$ cat src/rtl/fetch_pkg.sv
// Shared types and constants for the instruction fetch sequencer.
package fetch_pkg;

  localparam int INSTR_BYTES = 3;

  typedef enum logic [1:0] {
    IDLE,
    FETCH,
    WAIT,
    VALID
  } fetch_state_t;

endpackage

$ cat src/rtl/fetch_line_cache.sv
// One-entry line cache holding the last fully fetched instruction and its PC.
module fetch_line_cache
  import fetch_pkg::*;
#(
  parameter int ADDR_W = 8
) (
  input  logic                         clk,
  input  logic                         rst,
  input  logic [ADDR_W-1:0]            lookup_pc_i,
  input  logic                         fill_i,
  input  logic [ADDR_W-1:0]            fill_pc_i,
  input  logic [INSTR_BYTES-1:0][7:0]  fill_bytes_i,
  input  logic                         inval_i,
  output logic                         hit_o,
  output logic [INSTR_BYTES-1:0][7:0]  bytes_o
);

  logic                        valid_q;
  logic [ADDR_W-1:0]           pc_q;
  logic [INSTR_BYTES-1:0][7:0] bytes_q;

  // Invalidation wins over a same-cycle fill so stale memory is never cached.
  always_ff @(posedge clk) begin
    if (rst) begin
      valid_q <= 1'b0;
      pc_q    <= '0;
      bytes_q <= '0;
    end else if (inval_i) begin
      valid_q <= 1'b0;
    end else if (fill_i) begin
      valid_q <= 1'b1;
      pc_q    <= fill_pc_i;
      bytes_q <= fill_bytes_i;
    end
  end

  assign hit_o   = valid_q && (pc_q == lookup_pc_i);
  assign bytes_o = bytes_q;

endmodule

$ cat src/rtl/instr_fetch.sv
// Fetch sequencer: three byte reads per instruction, valid/ready delivery,
// and a one-entry line cache for repeated fetches of the same PC.
module instr_fetch
  import fetch_pkg::*;
#(
  parameter int ADDR_W = 8
) (
  input  logic              clk,
  input  logic              rst,
  input  logic              fetch_req,
  input  logic [ADDR_W-1:0] fetch_pc,
  input  logic              flush,
  input  logic              inval,
  output logic              mem_en,
  output logic [ADDR_W-1:0] mem_addr,
  input  logic [7:0]        mem_rdata,
  output logic [7:0]        op_code,
  output logic [7:0]        arg1,
  output logic [7:0]        arg2,
  output logic              instr_valid,
  input  logic              instr_ready,
  output logic              busy
);

  fetch_state_t                state_q, state_d;
  logic [1:0]                  idx_q, idx_d;
  logic [ADDR_W-1:0]           base_q, base_d;
  logic [INSTR_BYTES-1:0][7:0] bytes_q, bytes_d;
  logic                        mem_en_q, mem_en_d;
  logic [ADDR_W-1:0]           mem_addr_q, mem_addr_d;
  logic                        valid_q, valid_d;
  logic                        busy_q, busy_d;
  logic                        inval_seen_q, inval_seen_d;
  logic                        fill;
  logic                        cache_hit;
  logic [INSTR_BYTES-1:0][7:0] cache_bytes;

  fetch_line_cache #(.ADDR_W(ADDR_W)) u_cache (
    .clk          (clk),
    .rst          (rst),
    .lookup_pc_i  (fetch_pc),
    .fill_i       (fill),
    .fill_pc_i    (base_q),
    .fill_bytes_i (bytes_d),
    .inval_i      (inval),
    .hit_o        (cache_hit),
    .bytes_o      (cache_bytes)
  );

  always_ff @(posedge clk) begin
    if (rst) begin
      state_q      <= IDLE;
      idx_q        <= '0;
      base_q       <= '0;
      bytes_q      <= '0;
      mem_en_q     <= 1'b0;
      mem_addr_q   <= '0;
      valid_q      <= 1'b0;
      busy_q       <= 1'b0;
      inval_seen_q <= 1'b0;
    end else begin
      state_q      <= state_d;
      idx_q        <= idx_d;
      base_q       <= base_d;
      bytes_q      <= bytes_d;
      mem_en_q     <= mem_en_d;
      mem_addr_q   <= mem_addr_d;
      valid_q      <= valid_d;
      busy_q       <= busy_d;
      inval_seen_q <= inval_seen_d;
    end
  end

  // Read strobe and address are computed one cycle ahead so they leave registered.
  always_comb begin
    state_d      = state_q;
    idx_d        = idx_q;
    base_d       = base_q;
    bytes_d      = bytes_q;
    mem_en_d     = 1'b0;
    mem_addr_d   = mem_addr_q;
    inval_seen_d = inval_seen_q;
    fill         = 1'b0;

    case (state_q)
      IDLE: begin
        if (fetch_req) begin
          base_d = fetch_pc;
          if (cache_hit && !inval) begin
            state_d = VALID;
            bytes_d = cache_bytes;
          end else begin
            state_d      = FETCH;
            idx_d        = 2'd0;
            mem_en_d     = 1'b1;
            mem_addr_d   = fetch_pc;
            inval_seen_d = 1'b0;
          end
        end
      end
      FETCH: begin
        if (idx_q != 2'd0) bytes_d[idx_q - 2'd1] = mem_rdata;
        if (inval) inval_seen_d = 1'b1;
        if (idx_q == 2'd2) begin
          state_d = WAIT;
        end else begin
          idx_d      = idx_q + 2'd1;
          mem_en_d   = 1'b1;
          mem_addr_d = base_q + ADDR_W'(idx_d);
        end
      end
      WAIT: begin
        bytes_d[2] = mem_rdata;
        fill       = !(inval_seen_q || inval);
        state_d    = VALID;
      end
      VALID: begin
        if (instr_ready) state_d = IDLE;
      end
      default: state_d = IDLE;
    endcase

    // Flush discards whatever was in flight, including a pending cache fill.
    if (flush) begin
      state_d  = IDLE;
      bytes_d  = bytes_q;
      mem_en_d = 1'b0;
      fill     = 1'b0;
    end
  end

  assign valid_d = (state_d == VALID);
  assign busy_d  = (state_d != IDLE);

  assign mem_en      = mem_en_q;
  assign mem_addr    = mem_addr_q;
  assign op_code     = bytes_q[0];
  assign arg1        = bytes_q[1];
  assign arg2        = bytes_q[2];
  assign instr_valid = valid_q;
  assign busy        = busy_q;

endmodule

$ cat config.mk
export PLATFORM = sky130hd
export DESIGN_NAME = instr_fetch
export DESIGN_NICKNAME = d
export VERILOG_FILES = /design/src/rtl/fetch_pkg.sv /design/src/rtl/fetch_line_cache.sv /design/src/rtl/instr_fetch.sv
export SDC_FILE = /design/constraint.sdc
export NUM_CORES = 1
export LEC_CHECK = 0
export CAP_MARGIN = 20
export CORE_MARGIN = 5
export CORE_UTILIZATION = 25
export DETAILED_ROUTE_END_ITERATION = 8
export PLACE_DENSITY = 0.49
export SLEW_MARGIN = 5
export SYNTH_ARGS = -nofsm -noshare
export SYNTH_HDL_FRONTEND = slang
export SYNTH_HIERARCHICAL = 1
export SYNTH_SLANG_ARGS = --single-unit
$ cat constraint.sdc
create_clock -name clk -period 2.55 [get_ports clk]
set_input_delay 0.51 -clock clk [delete_from_list [all_inputs] [get_ports clk]]
set_output_delay 0.51 -clock clk [all_outputs]
set_load 0.05 [all_outputs]
== After elaboration in Yosys (flattened, before gate mapping) ==
Cells that the tools add are included.
Storage, ports and cells
  word-level logic and storage cells: 81
  memory bits (read-only): 0
  bits in registers: 81
  input port bits: 22
  memories: 0
  latch bits: 0
  bits in writable memories: 0
  output and inout bits: 35
Cells by class
  bitwise gates (word level): 1
  $add $sub $neg: 3
  order comparisons: 2
  div/mod/pow operators: 0
  reductions and logical operators: 16
  shift-type cells: 0
  equal/unequal tests: 10
  multiplexer cells: 33
  multiply operators: 0
Operator list (count)
  2-to-1 mux 24 bit: 4
  2-to-1 mux 8 bit: 4
  one-hot mux 16 bit (2 select lines): 1
  bitwise mux 24 bit: 1
  one-hot mux 8 bit (3 select lines): 1
  demux 8 bit (select 2 bit): 1
  2-to-1 mux 2 bit: 8
  one-hot mux 8 bit (2 select lines): 1
  adder 8 x 2 -> 8 bit: 1
  == test 2 bit (second input constant): 4
  == test 8 bit: 1
  2-to-1 mux 1 bit: 8
  != test 2 bit (second input constant): 4
  one-hot mux 2 bit (4 select lines): 1
  AND reduction 4 bit: 2
  nonzero test 2 bit: 3
  one-hot mux 1 bit (2 select lines): 2
  one-hot mux 2 bit (2 select lines): 1
  AND reduction 2 bit: 2
  OR reduction 2 bit: 2
  logical AND 1 bit: 3
  < comparator 2 x 3 -> 1 bit (second input constant): 1
  adder 2 x 1 -> 2 bit (second input constant): 1
  == test 2 x 1 -> 1 bit (second input constant): 1
  other kinds (6): 7

== Depth between registers and ports, before layout ==
Gate-level depths: netlist of the first run.
  depth after elaboration: 9
  mapped depth: 11
  gate-level depth less buffers: 9

== By module ==
The synthesis of the first run kept the hierarchy.
Modules (own cells, without submodules)
  instr_fetch: cells an instance 330, seq. area each 960.9 µm², instances 1, area an instance 2592.5 µm²
  fetch_line_cache: cells an instance 156, seq. area each 660.6 µm², instances 1, area an instance 1272.5 µm²

== Worst setup path after synthesis of the first run ==
Ideal clock, no wire load.
  path kind: input -> register
  start: input port fetch_pc[1]
  end: register u_cache.bytes_q, in the netlist u_cache/bytes_o[16]
  setup time: 134 ps
  slack: 275 ps
  arrival: 2141 ps
  stages on the path: 9
  data required time: 2416 ps
  cells stage by stage: xnor2_1 > nand3_1 > nor3_1 > nand3b_1 > a221o_1 > a222oi_1 > inv_1 > nand2_1 > a21oi_1
RTL lines
  start: declaration: RTL line instr_fetch.sv:11  | input logic [ADDR_W-1:0] fetch_pc,
  end signal: assignment: RTL line fetch_line_cache.sv:33  | bytes_q <= fill_bytes_i;
  end: declaration: RTL line fetch_line_cache.sv:20  | logic [INSTR_BYTES-1:0][7:0] bytes_q;

== Final worst setup path of the first run ==
  start: input port fetch_pc[0]
  end: register bytes_q, in the netlist arg2[7]
On the way
  cells in the longest elaborated chain, start to end: 7
RTL lines
  == test 8 bit: RTL line fetch_line_cache.sv:37  | assign hit_o = valid_q && (pc_q == lookup_pc_i);
  logical AND 1 bit: RTL line fetch_line_cache.sv:37
  via cache_hit: RTL line instr_fetch.sv:35  | logic cache_hit;
  logical AND 1 bit: RTL line instr_fetch.sv:89  | if (cache_hit && !inval) begin
  2-to-1 mux 24 bit: RTL line instr_fetch.sv:89
  2-to-1 mux 24 bit: RTL line instr_fetch.sv:87  | if (fetch_req) begin
  one-hot mux 8 bit (3 select lines): RTL line instr_fetch.sv:85  | case (state_q)
  2-to-1 mux 24 bit: RTL line instr_fetch.sv:124  | if (flush) begin
  end signal: assignment: RTL line instr_fetch.sv:65  | bytes_q <= bytes_d;
  end: declaration: RTL line instr_fetch.sv:28  | logic [INSTR_BYTES-1:0][7:0] bytes_q, bytes_d;
The timed path passes the listed nets, and every way through them passes these cells.
A chain may end at the register's enable or synchronous reset.

==> results of run 1 <==
-- cells by family (layout without fill, tap and decap cells) --
group | count (synthesis) | in the layout | share of synthesized area [%]
adder cells (fa/ha/maj) | 9 | 9 | 3.108
AND/OR/NAND/NOR | 203 | 203 | 24.18
AO/OA/AOI/OAI | 132 | 132 | 22.18
buffers and inverters | 51 | 120 | 6.313
XOR/XNOR | 10 | 10 | 2.266
flip-flops | 81 | 81 | 41.96
-- registers in the layout (all words and copies together), names as in the netlist --
name             flops
u_cache/bytes_o     24
arg1                 8
arg2                 8
base_q               8
mem_addr             8
op_code              8
u_cache/pc_q         8
idx_q                2
state_q              2
busy                 1
instr_valid          1
inval_seen_q         1
mem_en               1
u_cache/valid_q      1
-- cell usage after synthesis (2+ instances only) --
cell type  instances  area share, %
nand2_1          126             12
dfxtp_1           81             42
a21oi_1           62            8.0
nor2_1            22            2.1
clkbuf_1          21            2.0
inv_1             18            1.7
o21ai_0           17            2.2
a32o_1            12            3.1
nor2b_1           12            1.9
a222oi_1          10            2.6
ha_1               8            2.6
nor3_1             8            1.0
xnor2_1            8            1.8
buf_2              6           0.78
buf_6              6            1.7
nand3_1            5           0.65
o22ai_1            4           0.65
or4_1              4           0.78
a31oi_1            3           0.49
nand2b_1           3           0.49
o21ai_1            3           0.39
o221ai_1           3           0.68
a211o_1            2           0.45
a21oi_2            2           0.45
a31o_2             2           0.45
nand4_1            2           0.32
nor4_1             2           0.32
nor4bb_1           2           0.52
o21a_1             2           0.39
o31ai_1            2           0.39
o32ai_1            2           0.45
or3_1              2           0.32
xor2_1             2           0.45
-- critical path, cell delays in order --
cell and delay (ps):
dlygate4sd2_1 260, xnor2_2 210, nand4_1 140, nor3_2 150
buf_4 140, nand3b_1 80, a221o_2 460, a222oi_1 450
buf_4 170, nor2_1 30
-- metal layers --
layer	GRT usage (%)	routed length, um	vias to the layer above
li1	-	-	1826
met1	17.99	5702	1717
met2	20.73	5257	60
met3	2.776	483	9
met4	4.695	146	0
met5	0	0	-
-- placed cells by master (no fill, tap or decap), types with 3 or more instances in the layout --
cell type and n:
buf_4 30, a21oi_1 62, nor2_1 22, dlygate4sd2_1 8
a31oi_1 3, a32o_1 12, nand2_1 126, a222oi_1 10
xnor2_1 6, clkbuf_16 9, o21ai_0 17, dfxtp_1 81
or4_1 4, o22ai_1 4, nor2b_1 11, nand3_1 5
inv_1 18, o221ai_1 3, ha_1 8, nand2b_1 3
clkdlybuf4s50_1 47, o21ai_1 3, nor3_1 7
-- worst max path at each step --
stage                     start                  end  cells past startpoint
floorplan           fetch_pc[1]  u_cache/bytes_o[16]                      9
global placement    fetch_pc[0]  u_cache/bytes_o[19]                     11
detailed placement  fetch_pc[0]  u_cache/bytes_o[17]                     11
CTS                 fetch_pc[0]  u_cache/bytes_o[22]                     11
global route        fetch_pc[6]  u_cache/bytes_o[23]                     11
finish              fetch_pc[0]              arg2[7]                     10
-- timing repair --
item | CTS | global route
endpoints found under the setup margin | 21 | 8
pin swaps | 7 | 6
cloned | 0 | 0
resized for setup | 12 | 0
buffers inserted | 0 | 2
-- final cells by class --
cell class	count	area, sq um
fillers	1625	10190
clock buffers	11	242.7
clock inverters	5	55.05
inverters	18	67.56
well taps	188	235.2
flip-flops and latches	81	1622
repair buffers	86	770.7
multi-input cells	354	2023
-- report_power, final --
group / total [mW] / internal, mW / switching, mW
Clock: 1.30 / 0.782 / 0.519
Combinational: 0.324 / 0.122 / 0.202
Sequential: 1.31 / 1.29 / 0.0237
Total: 2.94 / 2.19 / 0.744
==> results.json, run 1 <==
{
  "fin_area_sq_um": 5016,
  "synth.cell_area_sq_um": 3865,
  "avgSynthCellArea_sq_um": 7.953,
  "critPathKind": "in2reg",
  "yosys_register_bits": 81,
  "drt-total-wl_um": 11590,
  "mappedNetlistNets": 517,
  "post-route-util_pct": 33.00,
  "grt_start_max_net_pins": 34,
  "fin_setup_tns_ps": 0,
  "totalPowerFinal_mw": 2.939,
  "timing_max_transition_violations_final": 0,
  "final.period_utilization_pct": 93.98,
  "critical_path_maximum_fanout": 8,
  "gpl.final_weighted_congestion": 0.7911,
  "floorplan.die_area_sq_um": 18050,
  "worstHoldStart": "rst",
  "setup.worst_path.end_class": "flop",
  "required_ps": 2770,
  "buffer_ports.inserted": 56,
  "post-route-min-period_ps": 2396,
  "ctsRootBufferMaster": "clkbuf_16",
  "fin_hold_ws_ps": 447.0,
  "grt_antenna_before_repair": 0,
  "cts-root-to-sink-buffers": 2,
  "grt-ovfl-total": 0,
  "drive_gt1_share_pct": 10.81,
  "post_drt_via_cell_ratio": 4.861,
  "clock_latency_ps": 340,
  "proportion_of_synthesized_chip_area_in_sequential_cells_pct": 41.96,
  "timing.rr.start": "idx_q[0]",
  "cts_made_buffers": 9,
  "grt_use_total_pct": 13.22,
  "layout.cells.non_filler": 743,
  "final-hold-violation-count": 0,
  "synth_edf_count": 0,
  "timing.clock.skew_ps": 7.429,
  "placedInstanceArea_sq_um": 4692,
  "clkSinkCount": 81,
  "ios": 57,
  "power_density_nw_per_um2": 586.0,
  "std_cell_rows": 45,
  "place_worst_setup_slack_ps": -587.6,
  "cts_hold_repair.buffers": 0,
  "drc": 0,
  "chipHeight_um": 134.3,
  "core_sq_um": 15200,
  "clk_transition_reported_paths_ps": 60,
  "drt_iter0_drc": 232,
  "timing.reg2reg.worst_path_depth": 7,
  "min_path_cells": 2,
  "post-place-cells": 725,
  "fp.dieW_um": 134.3,
  "cts_tree": "built",
  "regToRegEndpoint": "arg2[7]",
  "ys_types": 55,
  "worst-r2r-setup-slack_ps": 220,
  "timing.hold.worst.class": "in2reg",
  "synthesis.instances": 486,
  "yosys_warnings": 6,
  "drt_pass1_iterations": 7,
  "worst-slew-pin-transition_ps": 734.6,
  "max_vdd_drop_mv": 0.2754,
  "whs_endpoint": "mem_addr[2]",
  "final_antenna_net_count": 0,
  "synth_async_sr_flop_share_pct": 0,
  "initial_utilization_pct": 25.42,
  "achievable-frequency_mhz": 417.3,
  "first_global_vias": 3570,
  "avgRoutedWirePerCell_um": 15.60,
  "via_count": 3612,
  "max_slew_margin_pct": 51.02,
  "setup_slack_ps": 153.6,
  "critical_path.startpoint_type": "primary input",
  "run_status": "complete, no violations",
  "num-nets-final": 581,
  "place_hpwl_um": 8261,
  "crit_arrival_ps": 2620,
  "synthesis_to_layout_area_growth_pct": 29.78,
  "postSynth.topFlopCell": "dfxtp_1",
  "grt_first_pass_wirelength_um": 19080,
  "antenna_cells": 0,
  "static-leakage-power_nw": 1.850,
  "ctsHtreeMaxLevel": 3,
  "finalSetupViolCount": 0,
  "max-cap-violations": 0
}
No activity file was read; power rests on OpenSTA's default activity.
==> inputs of run 2 (changes only) <==
Settings changed: ABC_AREA from default to 1, CTS_BUF_LIST from default to sky130_fd_sc_hd__clkbuf_16.
==> results.json, run 2 <==
{
  "yosys.area_share.simple_pct": 32.21,
  "finalSetupViolCount": 0,
  "cts-root-to-sink-buffers": 2,
  "final_antenna_net_count": 0,
  "run_status": "complete, no violations",
  "achievable-frequency_mhz": 442.3,
  "chipHeight_um": 136.5,
  "max-cap-violations": 0,
  "via_count": 3917,
  "crit_arrival_ps": 2530,
  "core_sq_um": 15770,
  "dominant_cell_type_by_area_after_synthesis": "dfxtp_1",
  "yosys-top-cells-area": "dfxtp_1 41%, nand2_1 21%, a21oi_1 8.3%",
  "antenna_cells": 0,
  "avgSynthCellArea_sq_um": 6.764,
  "max_slew_margin_pct": 54.95,
  "largest_register_ffs": 24,
  "max_vdd_drop_mv": 0.2272,
  "cts_made_buffers": 9,
  "drt_pass1_iterations": 5,
  "power_density_nw_per_um2": 570.6,
  "buffer_ports.inserted": 56,
  "avgRoutedWirePerCell_um": 12.95,
  "layout.cells.non_filler": 886,
  "critPathKind": "in2reg",
  "grt-ovfl-total": 0,
  "initial_utilization_pct": 25.35,
  "min_path_cells": 2,
  "yosys_register_bits": 81,
  "mappedNetlistNets": 622,
  "drt_iter0_drc": 198,
  "num-nets-final": 698,
  "drive_gt1_share_pct": 9.851,
  "most_common_cell_after_layout_fill_and_taps_aside": "nand2_1",
  "static-leakage-power_nw": 2.121,
  "final-hold-violation-count": 0,
  "cts_tree": "built",
  "post-place-cells": 872,
  "post-route-min-period_ps": 2261,
  "timing.hold.worst.class": "in2reg",
  "gpl.final_weighted_congestion": 0.8088,
  "grt_first_pass_wirelength_um": 19060,
  "grt_start_max_net_pins": 42,
  "critical-path-slowest-cell": "clkdlybuf4s50_1",
  "unrepaired_setup_endpoints_after_global_routing": "no",
  "nFillCells": 1718,
  "netlist_top_cells_count": "220 x nand2_1, 81 x dfxtp_1, 66 x a21oi_1, 49 x nor2_1, 43 x inv_1",
  "ctsRootBufferMaster": "clkbuf_16",
  "synth-xor-area-share_pct": 0.6573,
  "synth_async_sr_flop_share_pct": 0,
  "ctsHtreeMaxLevel": 3,
  "clock_latency_ps": 340,
  "required_ps": 2820,
  "synth.cell_area_sq_um": 3998,
  "postSynth.topFlopCell": "dfxtp_1",
  "grt_use_total_pct": 12.97,
  "timing.reg2reg.worst_path_depth": 11,
  "most-common-layout-cells": "219 x nand2_1, 81 x dfxtp_1, 66 x a21oi_1",
  "post_synth_fa_ha_maj_area_fraction_pct": 3.005,
  "synth_compound_gate_area_share_pct": 15.40,
  "place_hpwl_um": 8393,
  "worst-slew-pin-transition_ps": 674.7,
  "path_cells": "clkdlybuf4s50_1 -> inv_1 -> nand2_1 -> nand2_1 -> nor2_1 -> nand3_1 -> nor2_1 -> nand3_1 -> buf_4 -> nor2_1 -> buf_4 -> nand2_1 -> nor2_1 -> nor2_1 -> inv_1 -> nand2_1 -> a21oi_1",
  "proportion_of_synthesized_chip_area_in_sequential_cells_pct": 40.56,
  "ys_types": 34,
  "ios": 57,
  "totalPowerFinal_mw": 2.971,
  "synthesis.instances": 591,
  "drc": 0,
  "timing_max_transition_violations_final": 0,
  "crit_top_cell": "nor2_1",
  "synth_edf_count": 0,
  "synth_top_area_share_pct": 40.56,
  "critical_path.max_stage_delay_ps": 540,
  "post_drt_via_cell_ratio": 4.421,
  "std_cell_rows": 46,
  "critical_path_maximum_fanout": 7,
  "critical_path.startpoint_type": "primary input",
  "synth_top_family_by_area": "simple AND/OR/NAND/NOR gates",
  "clk_transition_reported_paths_ps": 60,
  "first_global_vias": 3779,
  "drt-total-wl_um": 11470,
  "setup.worst_path.end_class": "flop",
  "timing.clock.skew_ps": 6.190,
  "grt_antenna_before_repair": 0,
  "clkSinkCount": 81,
  "fp.dieW_um": 136.5,
  "final.period_utilization_pct": 88.67,
  "fin_setup_tns_ps": 0,
  "yosysMostFrequentCell": "nand2_1",
  "yosys-mux-area-fraction_pct": 0,
  "synthesis_to_layout_area_growth_pct": 30.27,
  "cts_hold_repair.buffers": 0,
  "yosys_warnings": 6,
  "floorplan.die_area_sq_um": 18620
}
## run 2: layout make-up
cell class	count	area, sq um	area share (%)
multi-input cells	441	2052	39.40
flip-flops and latches	81	1622	31.14
repair buffers	86	805.8	15.47
well taps	216	270.3	5.190
clock buffers	9	225.2	4.325
inverters	48	182.7	3.508
clock inverters	5	50.05	0.9611
## run 2: power breakdown
part | switching [mW] | internal, mW
Sequential | 0.0284 | 1.30
Combinational | 0.251 | 0.137
Clock | 0.517 | 0.739
## run 2: cell families after synthesis
kind of cell | Yosys count
and+or+nand+nor | 317
DFF | 81
buffers and inverters | 69
adders and majority gates | 9
xor gates and xnor gates | 3
AOI/OAI and AO/OA | 112
## run 2: per-stage QoR
stage	setup slack, ps	area [sq um]	utilization (%)	hold slack (ps)
2_1_floorplan	683.0	3998	-	439.0
3_3_place_gp	-72.99	4930	31.26	447.8
3_5_place_dp	-105.2	4930	31.26	452.3
4_1_cts	255.0	5205	33.01	453.3
5_1_grt	25.67	5207	33.02	468.5
6_report	288.8	5207	33.02	452.4
## run 2: what timing repair did
| action | 4_1_cts | 5_1_grt |
|---|---|---|
| gates resized for setup | 0 | 1 |
| setup endpoints to repair | 0 | 5 |
| buffers inserted | 0 | 0 |
## run 2: metal layers
metal | GRT usage [%] | wire (um) | up-vias
li1 | - | - | 2034
met1 | 17.12 | 5518 | 1792
met2 | 20.75 | 5277 | 79
met3 | 3.960 | 548 | 12
met4 | 3.135 | 127 | 0
met5 | 0 | 0 | -
## run 2: worst max-delay path: cells and delay by family
family	cells	cell delay, ps
buffers and inverters	5	990
AND/OR/NAND/NOR	11	890
AO/OA/AOI/OAI	1	140
## run 2: final timing paths
check                                    startpoint             endpoint  slack (ps)
worst max-delay path                    fetch_pc[1]  u_cache/bytes_o[18]         290
worst max register to register             idx_q[0]  u_cache/bytes_o[18]         530
worst min register to register  u_cache/bytes_o[12]  u_cache/bytes_o[12]         460
worst min-delay path                            rst      u_cache/pc_q[7]         450
==> inputs of run 3 (changes only) <==
Settings changed: HOLD_SLACK_MARGIN from default to 0.12.
==> results of run 3 <==
The final DEF is identical to that of run 2; final timing and power are the same.
